--- config.mk ---
export PLATFORM = sky130hd
export DESIGN_NAME = tristate_bus_arbiter_flat
export DESIGN_NICKNAME = d
export VERILOG_FILES = /design/src/rtl/tristate_bus_arbiter_if.sv /design/src/rtl/tristate_bus_arbiter.sv /design/src/flat_wrapper.sv
export SDC_FILE = /design/constraint.sdc
export NUM_CORES = 1
export LEC_CHECK = 0
export ABC_AREA = 1
export CORE_MARGIN = 2
export CORE_UTILIZATION = 55
export CTS_BUF_LIST = sky130_fd_sc_hd__clkbuf_16
export CTS_CLUSTER_SIZE = 20
export DETAILED_ROUTE_END_ITERATION = 10
export MAX_ROUTING_LAYER = met4
export PLACE_DENSITY = 0.78
export SKIP_LAST_GASP = 1
export SLEW_MARGIN = 20
export SYNTH_ARGS = -nofsm -noshare
export SYNTH_HDL_FRONTEND = slang
export SYNTH_SLANG_ARGS = --single-unit
--- constraint.sdc ---
create_clock -name clk -period 1.7 [get_ports clk]
set_input_delay 0.255 -clock clk [delete_from_list [all_inputs] [get_ports clk]]
set_output_delay 0.255 -clock clk [all_outputs]
set_load 0.03 [all_outputs]
--- src/rtl/tristate_bus_arbiter_if.sv ---
// Bus bundle between the tristate-driver requesters and the arbiter.
// Protocol: a requester holds req[i] high (level) for as long as it wants the
// net; the arbiter answers with a registered one-hot en. The owner may end
// its grant early with a one-cycle done[i] pulse or by dropping req[i].
// done from a non-owner has no effect. en is never multi-hot, and at least
// TA_CYCLES all-off cycles separate any two owners.
interface tristate_bus_arbiter_if #(
  parameter int N    = 2,
  parameter int SELW = (N > 1) ? $clog2(N) : 1
);
  logic [N-1:0]    req;
  logic [N-1:0]    done;
  logic [N-1:0]    en;
  logic [SELW-1:0] sel;
  logic            busy;
  logic            ta;

  // Requester side: drives requests and early-release pulses.
  modport master (
    output req,
    output done,
    input  en,
    input  sel,
    input  busy,
    input  ta
  );

  // Arbiter side: samples requests, drives enables and select.
  modport slave (
    input  req,
    input  done,
    output en,
    output sel,
    output busy,
    output ta
  );
endinterface

--- src/rtl/tristate_bus_arbiter.sv ---
// Registered arbiter producing tristate enables for N drivers that share one
// net, with a guaranteed all-off turnaround window between owners.
// States: IDLE (bus floating), GRANT (one driver enabled), TURN (all-off gap).
// Optional build macro TRISTATE_BUS_ARBITER_FIXED_PRIO_EN: when defined, the
// winner is the lowest requesting index instead of the round-robin pick.
// Legal parameters: N 2..8, MAX_HOLD 1..255, TA_CYCLES 1..4.
module tristate_bus_arbiter #(
  parameter int N         = 2,
  parameter int MAX_HOLD  = 8,
  parameter int TA_CYCLES = 1
) (
  input  logic                   clk,
  input  logic                   rst_n,
  tristate_bus_arbiter_if.slave  bus,
  output logic [1:0]             dbg_state_o
);

  localparam int SELW = (N > 1) ? $clog2(N) : 1;

  localparam logic [7:0]      HOLD_MAX  = 8'(MAX_HOLD);
  localparam logic [2:0]      TA_LOAD   = 3'(TA_CYCLES);
  localparam logic [SELW-1:0] LAST_INIT = SELW'(N - 1);
  localparam logic [N-1:0]    ONE_HOT0  = {{(N-1){1'b0}}, 1'b1};

  typedef enum logic [1:0] {
    S_IDLE  = 2'd0,
    S_GRANT = 2'd1,
    S_TURN  = 2'd2
  } state_e;

  state_e          state_q, state_d;
  logic [N-1:0]    en_q, en_d;
  logic [SELW-1:0] sel_q, sel_d;
  logic [7:0]      hold_q, hold_d;
  logic [2:0]      ta_cnt_q, ta_cnt_d;
  logic [SELW-1:0] last_q, last_d;

  logic            any_req;
  logic [SELW-1:0] win;
  logic            owner_done;
  logic            owner_req;
  logic            others_wait;
  logic            hold_full;
  logic            release_now;

  assign any_req = |bus.req;

  // Winner search over the current request vector.
`ifdef TRISTATE_BUS_ARBITER_FIXED_PRIO_EN
  always_comb begin
    win = '0;
    // Walk downward so the lowest requesting index is the last one written.
    for (int i = N - 1; i >= 0; i--) begin
      if (bus.req[i]) win = SELW'(i);
    end
  end
`else
  always_comb begin
    logic            found;
    logic [SELW-1:0] cand;
    win   = '0;
    found = 1'b0;
    cand  = '0;
    // Start one past the previous owner and wrap, so every requester gets a turn.
    for (int i = 0; i < N; i++) begin
      cand = SELW'((int'(last_q) + 1 + i) % N);
      if (!found && bus.req[cand]) begin
        found = 1'b1;
        win   = cand;
      end
    end
  end
`endif

  // Release qualifiers for the current owner (sel_q names it while in GRANT).
  always_comb begin
    owner_done  = bus.done[sel_q];
    owner_req   = bus.req[sel_q];
    others_wait = |(bus.req & ~en_q);
    hold_full   = (hold_q == HOLD_MAX);
    release_now = owner_done || !owner_req || (hold_full && others_wait);
  end

  // Next-state and next-output logic for the IDLE/GRANT/TURN machine.
  always_comb begin
    state_d  = state_q;
    en_d     = en_q;
    sel_d    = sel_q;
    hold_d   = hold_q;
    ta_cnt_d = ta_cnt_q;
    last_d   = last_q;
    unique case (state_q)
      S_IDLE: begin
        en_d = '0;
        if (any_req) begin
          state_d = S_GRANT;
          en_d    = ONE_HOT0 << win;
          sel_d   = win;
          hold_d  = 8'd1;
          last_d  = win;
        end
      end
      S_GRANT: begin
        if (release_now) begin
          // done and req dropping together still count as one release.
          state_d  = S_TURN;
          en_d     = '0;
          hold_d   = 8'd0;
          ta_cnt_d = TA_LOAD;
        end else if (!hold_full) begin
          hold_d = hold_q + 8'd1;
        end
      end
      S_TURN: begin
        en_d = '0;
        if (ta_cnt_q <= 3'd1) begin
          // Last all-off cycle: hand over directly or fall back to IDLE.
          ta_cnt_d = 3'd0;
          if (any_req) begin
            state_d = S_GRANT;
            en_d    = ONE_HOT0 << win;
            sel_d   = win;
            hold_d  = 8'd1;
            last_d  = win;
          end else begin
            state_d = S_IDLE;
          end
        end else begin
          ta_cnt_d = ta_cnt_q - 3'd1;
        end
      end
      default: begin
        state_d  = S_IDLE;
        en_d     = '0;
        hold_d   = 8'd0;
        ta_cnt_d = 3'd0;
      end
    endcase
  end

  // State and output registers; reset releases the bus with no turnaround.
  always_ff @(posedge clk) begin
    if (!rst_n) begin
      state_q  <= S_IDLE;
      en_q     <= '0;
      sel_q    <= '0;
      hold_q   <= 8'd0;
      ta_cnt_q <= 3'd0;
      last_q   <= LAST_INIT;
    end else begin
      state_q  <= state_d;
      en_q     <= en_d;
      sel_q    <= sel_d;
      hold_q   <= hold_d;
      ta_cnt_q <= ta_cnt_d;
      last_q   <= last_d;
    end
  end

  assign bus.en      = en_q;
  assign bus.sel     = sel_q;
  assign bus.busy    = (state_q == S_GRANT);
  assign bus.ta      = (state_q == S_TURN);
  assign dbg_state_o = state_q;

endmodule

--- src/flat_wrapper.sv ---
// flat-port wrapper written by rule: the top's interface ports become plain ports
module tristate_bus_arbiter_flat 
#(
  parameter int N         = 2,
  parameter int MAX_HOLD  = 8,
  parameter int TA_CYCLES = 1
)
  (clk, rst_n, dbg_state_o, bus_req, bus_done, bus_en, bus_sel, bus_busy, bus_ta);
  tristate_bus_arbiter_if #(.N(N)) bus_i ();
  input  logic clk;
  input  logic rst_n;
  output logic [1:0] dbg_state_o;
  input wire logic [$bits(bus_i.req)-1:0] bus_req;
  input wire logic [$bits(bus_i.done)-1:0] bus_done;
  output wire logic [$bits(bus_i.en)-1:0] bus_en;
  output wire logic [$bits(bus_i.sel)-1:0] bus_sel;
  output wire logic [$bits(bus_i.busy)-1:0] bus_busy;
  output wire logic [$bits(bus_i.ta)-1:0] bus_ta;
  assign bus_i.req = bus_req;
  assign bus_i.done = bus_done;
  assign bus_en = bus_i.en;
  assign bus_sel = bus_i.sel;
  assign bus_busy = bus_i.busy;
  assign bus_ta = bus_i.ta;
  tristate_bus_arbiter #(.N(N), .MAX_HOLD(MAX_HOLD), .TA_CYCLES(TA_CYCLES)) u_core (.clk(clk), .rst_n(rst_n), .bus(bus_i), .dbg_state_o(dbg_state_o));
endmodule
==> out/metrics.yaml <==
outcome: "finished, final reports clean"
final_core_util_pct: 68.8
reg2reg_from: "u_core.dbg_state_o[1]$_SDFFE_PN0P_"
setup.worst_path.end_class: "output pin"
slowest_delay_ps: 410
critPathMaxFanout: 4
finClkSkew_ps: 2.40
yosysSeqAreaShare_pct: 27.8
fin_hold_ws_ps: 464
synth_area_leaders: "dfxtp_1, nand2_1, inv_1"
path_clk_slew_ps: 50
power_density_nw_per_um2: 1400
htreeDepth: 1
finalWeightedCongestion: 0.860
slew_headroom_pct: 79.0
fin_tns_setup_ps: 0
p_sw_share_pct: 43.7
min_path_type: "reg -> reg"
drc: 0
clock.fmax_mhz: 623
num_antenna_cells: 0
grt_pass1_wl_um: 4760
synth_cell_type_count: 21
path_cells: "inv_1, ha_2, dlygate4sd2_1"
clock_path_buffers: 2
slew_viol_final: 0
drtIter0Drc: 25
worst_pin_slew_ps: 314
fill_cells: 191
core_area_um2: 2150
syn-num-nets: 200
dr_total_vias: 1185
ff_latch_area_um2: 342
place_hpwl_um: 2120
viasPerCell: 5.11
setup_ws_ps: 95.4
die_y_um: 51.2
rows: 17
clock_power_share_pct: 23.2
whs_endpoint: "u_core.last_q$_SDFFE_PN1P_"
fin_nets: 219
crit_required_ps: 1440
syn-cell-area_um2: 1230
synthCells: 186
gr-total-overflow: 0
grtUsageTotal_pct: 25.0
p_switching_mw: 0.906
multi_input_area_um2: 756
drive_above_1_share_pct: 15.7
power_frac_seq_pct: 27.6
avgSynthCellArea_um2: 6.59
timing.reg2reg.setup_slack_ps: 140
final_antenna_net_count: 0
cts_root_buf: "clkbuf_16"
crit_slowest_cell: "dlygate4sd2_1"
grt-busiest-layer: "met2"
insertion_delay_ps: 250
r2r_cells: 11
place_ws_ps: 11.6
p_comb_share_pct: 49.2
startpoint_type: "register"
p_leak_nw: 0.696
synth_top_area_share_pct: 27.8
hold_buffers: 0
hold_violations: 0
min_delay_path_depth: 2
cts_inserted_buffers: 3
worst_ep_arrival_time_ps: 1350
r2r-end: "u_core.hold_q[6]$_SDFFE_PN0P_"
ir_drop_mv: 1.08
portBuffers: 12
grt_max_degree: 11
die_area_um2: 2620
crit_type: "reg -> out"
ys_warn_count: 0
routed_wirelength_um: 2840
firstDrtPassIters: 4
grt_use_met1_pct: 27.7
met2_usage_pct: 45.2
drv_cap: 0
min-delay-start: "u_core.last_q$_SDFFE_PN1P_"
die_w_um: 51.2
cts_tree: "built"
synth-seq-cells: 17
area_delta_synth_final_pct: 20.6
setup_viol: 0
min_period_over_period_pct: 94.4
antenna_found_initial: 0
clock_sinks: 17
wl_per_cell_um: 12.2
rsz0062_at_grt: "false"
io_pins: 13
post-route-min-period_ps: 1600
p_int_mw: 1.16
grt_pass1_vias: 1126
start_util_pct: 57.1
synth.largest_area_cell: "dfxtp_1"
grt_util_met3_pct: 1.75
[through the flow]
step | area [um^2] | std cells | total power, mW
6_report | 1480 | 232 | 2.07
5_1_grt | 1480 | 232 | 2.23
4_1_cts | 1470 | 231 | 2.06
3_5_place_dp | 1390 | 227 | 1.59
3_3_place_gp | 1390 | 227 | 1.56
2_1_floorplan | 1230 | 186 | 1.31
[synthesized netlist by cell type]
master and n:
nor2_1 18, dfxtp_1 17, nor2_4 3, xor2_1 1, a21oi_1 15, nand3_1 9
nand4_4 1, nand2_4 3, nand2_1 52, nand3_2 3, inv_2 3, and2_1 1
o21ai_0 3, nand4_1 9, nor2_2 1, a21oi_2 2, buf_6 1, inv_1 30
nand3b_1 1, ha_1 8, nand2_2 5
[how the worst max path moves through the flow]
stage / cells past startpoint / from / endpoint / slack (ps)
final: 3 / u_core.dbg_state_o[0]$_SDFFE_PN0P_ / bus_ta / 100
after global routing: 11 / u_core.dbg_state_o[1]$_SDFFE_PN0P_ / u_core.hold_q[6]$_SDFFE_PN0P_ / 20
after CTS: 1 / u_core.bus.sel$_SDFFE_PN0P_ / bus_sel / 40
after detailed placement: 9 / bus_req[1] / u_core.ta_cnt_q[0]$_SDFFE_PN0P_ / 10
after global placement: 11 / bus_req[1] / u_core.hold_q[6]$_SDFFE_PN0P_ / 40
after floorplan: 8 / u_core.dbg_state_o[1]$_SDFFE_PN0P_ / u_core.hold_q[2]$_SDFFE_PN0P_ / 70
[layer usage]
metal,part of all wire [%],vias to the layer above
met4,1.9,0
li1,-,618
met2,52,12
met5,0,-
met3,1.8,6
met1,44,549
[sequential cells by signal (all words and copies together), names as in the netlist]
name,cells
u_core.dbg_state_o,2
u_core.hold_q,8
u_core.bus.sel,1
u_core.ta_cnt_q,3
u_core.bus.en,2
u_core.last_q,1
[layout make-up]
class | instances | area share (%)
repair buffers | 15 | 9.64
flip-flops and latches | 17 | 23.1
inverters | 33 | 8.38
well taps | 28 | 2.37
clock buffers | 3 | 5.08
clock inverters | 1 | 0.338
multi-input cells | 135 | 51.1
[critical path: cells and delay by family (launching register included)]
kind | cells | cell delay, ps
adder cells (fa/ha/maj) | 1 | 240
buffers and inverters | 2 | 530
flip-flops | 1 | 340
[power by group through the flow]
stage	combinational [mW]	sequential, mW	clock [mW]
after floorplan	0.676	0.631	0
after global placement	0.988	0.569	0
after detailed placement	1.01	0.574	0
after CTS	1.01	0.568	0.480
after global routing	1.14	0.583	0.511
final	1.02	0.571	0.481
[placed cells by master (no fill, tap or decap)]
master	instances
nand3b_1	1
dlygate4sd2_1	2
a21oi_1	15
nand3_1	9
o21ai_0	3
nand4_4	1
clkinv_2	1
buf_4	3
and2_1	1
nand4_1	9
nand3_2	3
nand2_1	52
dfxtp_2	1
clkbuf_16	3
inv_2	4
inv_1	29
clkdlybuf4s50_1	9
nor2_1	18
nand2_2	5
ha_2	2
nor2_4	3
xor2_1	1
a21oi_2	2
nor2_2	1
dfxtp_1	16
dlymetal6s2s_1	1
ha_1	6
nand2_4	3
[kinds of logic after synthesis]
group	count (synthesis)	share of synthesized area (%)
simple gates	106	43.6
buf+inv	34	11.0
compound gates	20	8.78
flops	17	27.8
fa+ha+maj	8	8.16
xor+xnor	1	0.714
[repair_timing]
item                       4_1_cts  5_1_grt
resized for setup                2        2
cloned                           0        0
setup endpoints to repair        2        4
pin swaps                        0        3
buffers inserted                 0        1
No activity file was read; power rests on OpenSTA's default activity.
